## config.mk

```make
export PLATFORM = sky130hd
export DESIGN_NAME = poly_div_65by33
export DESIGN_NICKNAME = d
export VERILOG_FILES = /design/src/rtl/poly_div_65by33.sv
export SDC_FILE = /design/constraint.sdc
export NUM_CORES = 1
export LEC_CHECK = 0
export BUFFER_PORTS_ARGS = -buffer_cell sky130_fd_sc_hd__buf_2
export CORE_AREA = 2 2 274 168
export CTS_CLUSTER_SIZE = 40
export DETAILED_ROUTE_END_ITERATION = 16
export DIE_AREA = 0 0 276 170
export GPL_TIMING_DRIVEN = 0
export PLACE_DENSITY = 0.44
export RECOVER_POWER = 25
export REMOVE_ABC_BUFFERS = 1
export SKIP_CTS_REPAIR_TIMING = 1
export SYNTH_ARGS = -nofsm -noshare
export SYNTH_HDL_FRONTEND = slang
export SYNTH_SLANG_ARGS = --single-unit
export TNS_END_PERCENT = 1
```

## constraint.sdc

```tcl
create_clock -name clk -period 6.4 [get_ports clk]
set_clock_uncertainty 0.05 [all_clocks]
set_input_delay 1.92 -clock clk [delete_from_list [all_inputs] [get_ports clk]]
set_output_delay 1.92 -clock clk [all_outputs]
set_load 0.005 [all_outputs]
```

## src/rtl/poly_div_65by33.sv

```systemverilog
// GF(2) polynomial divider: 65-bit dividend by 33-bit divisor, one
// quotient bit per cycle, top-down from x^64 to x^deg(b).
//
// Ports:
//   clk, rst_n        clock, async active-low reset
//   start             request, sampled only when busy=0
//   dividend[64:0]    a(x), bit i = coeff of x^i
//   divisor[32:0]     b(x)
//   busy              high while iterating
//   done              one-cycle result pulse
//   div_by_zero       set with done when b(x)=0
//   quotient[64:0]    q(x), held until next accepted start
//   remainder[31:0]   r(x), held until next accepted start
module poly_div_65by33 (
    input  logic        clk,
    input  logic        rst_n,
    input  logic        start,
    input  logic [64:0] dividend,
    input  logic [32:0] divisor,
    output logic        busy,
    output logic        done,
    output logic        div_by_zero,
    output logic [64:0] quotient,
    output logic [31:0] remainder
);

    typedef enum logic [1:0] {
        S_IDLE,
        S_DIV,
        S_DONE
    } state_t;

    state_t      r_state;
    logic [64:0] r_work;
    logic [6:0]  r_k;
    logic [5:0]  r_d;
    logic [32:0] r_div;
    logic        r_busy;
    logic        r_done;
    logic        r_dbz;
    logic [64:0] r_quot;
    logic [31:0] r_rem;

    logic [5:0]  w_msb;
    logic [6:0]  w_shamt;
    logic [64:0] w_bsh;
    logic        w_hit;
    logic [64:0] w_work_nx;
    logic        w_last;
    logic        w_accept;

    // Priority encoder: highest set bit of the incoming divisor.
    always_comb begin
        w_msb = '0;
        for (int i = 0; i < 33; i++) begin
            if (divisor[i]) w_msb = i[5:0];
        end
    end

    // k never drops below d while in DIV, so the shift is 0..64.
    assign w_shamt   = r_k - {1'b0, r_d};
    assign w_bsh     = {32'b0, r_div} << w_shamt;
    assign w_hit     = r_work[r_k];
    assign w_work_nx = w_hit ? (r_work ^ w_bsh) : r_work;
    assign w_last    = (r_k == {1'b0, r_d});
    assign w_accept  = start && (r_state != S_DIV);

    always_ff @(posedge clk or negedge rst_n) begin
        if (!rst_n) begin
            r_state <= S_IDLE;
            r_work  <= '0;
            r_k     <= '0;
            r_d     <= '0;
            r_div   <= '0;
            r_busy  <= 1'b0;
            r_done  <= 1'b0;
            r_dbz   <= 1'b0;
            r_quot  <= '0;
            r_rem   <= '0;
        end else if (w_accept) begin
            r_work <= dividend;
            r_d    <= w_msb;
            r_div  <= divisor;
            r_k    <= 7'd64;
            r_quot <= '0;
            r_rem  <= '0;
            if (divisor == '0) begin
                r_state <= S_DONE;
                r_busy  <= 1'b0;
                r_done  <= 1'b1;
                r_dbz   <= 1'b1;
            end else begin
                r_state <= S_DIV;
                r_busy  <= 1'b1;
                r_done  <= 1'b0;
                r_dbz   <= 1'b0;
            end
        end else begin
            unique case (r_state)
                S_IDLE: begin
                    r_done <= 1'b0;
                end
                S_DIV: begin
                    r_work <= w_work_nx;
                    if (w_hit) r_quot[w_shamt] <= 1'b1;
                    if (w_last) begin
                        // All bits at and above x^d are now clear.
                        r_state <= S_DONE;
                        r_busy  <= 1'b0;
                        r_done  <= 1'b1;
                        r_rem   <= w_work_nx[31:0];
                    end else begin
                        r_k <= r_k - 7'd1;
                    end
                end
                S_DONE: begin
                    r_state <= S_IDLE;
                    r_done  <= 1'b0;
                end
                default: begin
                    r_state <= S_IDLE;
                end
            endcase
        end
    end

    assign busy        = r_busy;
    assign done        = r_done;
    assign div_by_zero = r_dbz;
    assign quotient    = r_quot;
    assign remainder   = r_rem;

endmodule

```

==> metrics.md <==
| Metric | Value |
|---|---|
| Failing checks | `design-rule violations, max-capacitance violations, max-slew violations` |
| Antenna violations before repair | `1` |
| CTS root buf | `clkbuf_16` |
| Row cnt | `60` |
| Synth area leaders | `dfrtp_1 (40%), mux4_2 (7.5%), nand2_1 (6.2%)` |
| Mapped cell area | `between 0.01 and 0.015 mm^2` |
| Mean Syn Cell Area | `about 9.1 um^2` |
| Crit-path max cell delay | `approximately 1.3 ns` |
| Cells along the critical path | `inv_1 > ha_2 > inv_1 > fa_2 > a211oi_2 > nor4_1 > or3_1 > nand2_1 > nor3_4 > a22oi_1 > or3_1 > o2111ai_1` |
| Share of cells above drive strength 1 | `0.220` |
| DRT iter0 DRCs | `between 1000 and 1500` |
| Hold Fails Final Rpt | `0` |
| Final Slew Violations | `approximately 270` |
| IO buf count | `200` |
| Worst slew margin | `-0.977` |
| Min cycle time layout | `5.55 ns` |
| Worst setup path class | `reg2reg` |
| Met2 Wirelength | `about 21 mm` |
| # diodes | `0` |
| # clock sinks | `212` |
| CTS Buf Count | `25` |
| Core outline area | `between 0.04 and 0.05 mm^2` |
| Placer Congestion | `between 0.8 and 0.9` |
| Detail Placement HPWL | `roughly 37 mm` |
| WP data arrival | `just under 6 ns` |
| Commonest cells post-synth | `nand2_1 (217), dfrtp_1 (212), nor2_1 (134), o21ai_0 (77), nor3_1 (70)` |
| Synth area leader | `dfrtp_1` |
| Antenna-violating nets left | `0` |
| Area fraction of the dominant cell type after synthesis | `0.403` |
| CP delay by family, top | `simple AND/OR/NAND/NOR gates` |
| Type of origin of the critical path | `flop` |
| Gr ovfl total | `0` |
| Setup-failing EPs final | `0` |
| Starting Density | `0.298` |
| Prevailing post-synth register cell | `dfrtp_1` |
| Synth-to-layout area growth | `19.0%` |
| PwrDens | `about 190 mW/mm^2` |
| Worst Max-Slew Pin Slew | `2.97 ns` |
| Area of the multi-input gates | `about 0.0074 mm^2` |
| Final wirelength | `51.3 mm` |
| Worst-path clk slew | `roughly 0.060 ns` |
| Post-synth EDFFs | `0` |
| Vias in the first global route | `between 10000 and 15000` |
| Maximum VDD drop | `around 0.00017 V` |
| Fin crit share | `0.866` |
| DR WL met3 | `about 3.8 mm` |
| Leakage power | `roughly 6.5 nW` |
| Outcome | `complete, but fails checks` |
| Yosys reg bits | `about 210` |
| DR vias/cell | `5.62` |
| Yosys cell types | `77` |
| Post-DR wirelength/cell | `around 23 um` |
| Hold Path Class | `reg2reg` |
| Max stage delay cell, worst path | `dfrtp_1` |
| Fin worst setup slack | `~0.85 ns` |
| Fin Hold WS | `0.426 ns` |
| I/O pin cnt | `between 200 and 250` |
| H-tree depth | `1` |
| RSZ-0062 raised after global routing | `false` |
| Placed Area | `0.0148 mm^2` |
| DRT met1 WL | `roughly 25 mm` |
| Pre-CTS WS | `0.732 ns` |
| Most frequent cell after synthesis | `nand2_1` |
| Cells after synthesis | `1444` |
| CP Buf/Inv Count | `2` |
| Max-cap viol count | `3` |
| Core Util, Final | `0.354` |
| Drt drc | `6` |
| Critical Path End Type | `flop` |
| Via Count | `roughly 12000` |
| Die X | `about 280 um` |
| Final nets | `about 1700` |
| Vert. Die Dim | `170 um` |
| CTS tree | `done` |
| Uppermost layer routed | `met4` |
| Crit Path Max Fanout | `23` |
| Register area share after synthesis | `0.403` |
| Global-route wire length before repair | `just under 80 mm` |
| Critical Path RT | `6.81 ns` |
| Global router's overall resource usage | `0.216` |
| F_max | `0.180 GHz` |
| Fillers | `around 4600` |
| Deepest clock path buffer count | `3` |
| Design area | `~0.016 mm^2` |
| Die area | `0.0469 mm^2` |
| Sequential Area | `approximately 0.0053 mm^2` |
| Drt pass-1 iters | `11` |
| Share of synthesized registers carrying an async set or reset | `1.00` |
| YS warnings | `0` |
| Clk_lat worst skew | `roughly 0.57 ns` |
| Largest net degree at the start of global routing | `around 110` |
==> power breakdown <==
| group | switching (mW) | internal (mW) |
|---|---|---|
| combinational | 0.0589 | 0.0267 |
| clock | 0.630 | 0.961 |
| sequential | 0 | 1.34 |
| total | 0.689 | 2.33 |
==> logic make-up (layout without fill, tap and decap cells) <==
kind of cell / count (synthesis) / after routing / share of synthesized area
mux: 98 / 98 / 0.117
buf+inv: 135 / 285 / 0.0458
fa+ha+maj: 8 / 8 / 0.00817
flops: 212 / 212 / 0.403
simple gates: 574 / 574 / 0.202
compound gates: 370 / 370 / 0.191
xor+xnor: 47 / 47 / 0.0332
==> worst paths after layout <==
path	from	endpoint	slack [ns]	depth (start not counted)
min	remainder[7]	remainder[7]	0.43	2
min in group asynchronous	rst_n	div_by_zero	2.16	1
max	r_k[0]	r_work[62]	0.85	12
max in group asynchronous	rst_n	r_work[1]	1.19	2
max reg2reg	r_k[0]	r_work[62]	0.85	12
min reg2reg	remainder[7]	remainder[7]	0.43	2
==> worst reg2reg max path, stage by stage, from the launching register on <==
cell and delay [ns]:
dfrtp_1 1.28, inv_1 0.28, ha_2 0.29, inv_1 0.07, fa_2 0.32, a211oi_2 0.13, nor4_1 0.31, or3_1 0.36
nand2_1 0.68, nor3_4 0.85, a22oi_1 0.34, or3_1 0.41, o2111ai_1 0.10
==> final cells by class <==
cell class,instances,area share
Multi-Input combinational cell,1097,0.469
Sequential cell,212,0.338
Timing Repair Buffer,215,0.0828
Clock buffer,36,0.0470
Tap cell,589,0.0470
Clock inverter,8,0.00989
Inverter,26,0.00622
==> placed cells by master, fill, tap and decap left out, types with 7 or more instances in the layout <==
master,count
inv_1,26
o21ai_0,77
or3_1,9
nand2_1,215
nor2b_1,8
nand3_1,45
xor2_1,20
nor2_1,131
a311oi_1,23
mux2i_1,43
dfrtp_1,212
a31oi_1,22
nand4_1,10
nor4_1,7
clkbuf_16,25
clkbuf_8,7
o22ai_1,45
mux4_2,44
mux2_2,11
a22o_1,21
o211ai_1,12
a22oi_1,7
and3_1,26
nor3_2,7
nor3b_1,11
o21a_1,16
a211oi_1,37
nor3_1,69
xnor2_1,23
o31ai_1,8
a21oi_1,51
buf_2,199
==> metrics by stage <==
step           power [mW]  cells  setup TNS (ns)
6_report             3.02   2183               0
2_1_floorplan        1.37   1335               0
4_1_cts              3.06   2183               0
3_3_place_gp         1.45   2124         -301.34
3_5_place_dp         1.46   2139               0
5_1_grt              3.12   2183               0
==> flip-flops by register name (all words and copies together), names as in the netlist, 2 cells and up <==
| signal | flops |
|---|---|
| r_d | 6 |
| remainder | 32 |
| r_div | 32 |
| r_state | 2 |
| r_work | 65 |
| r_k | 7 |
| quotient | 65 |
==> routing by layer <==
| layer | vias to the layer above | global-route usage |
|---|---|---|
| met5 | - | 0 |
| met1 | 6220 | 0.327 |
| met2 | 395 | 0.316 |
| li1 | 5593 | - |
| met3 | 61 | 0.0475 |
| met4 | 0 | 0.0375 |
Note: power is estimated with default switching activity, not from simulation.
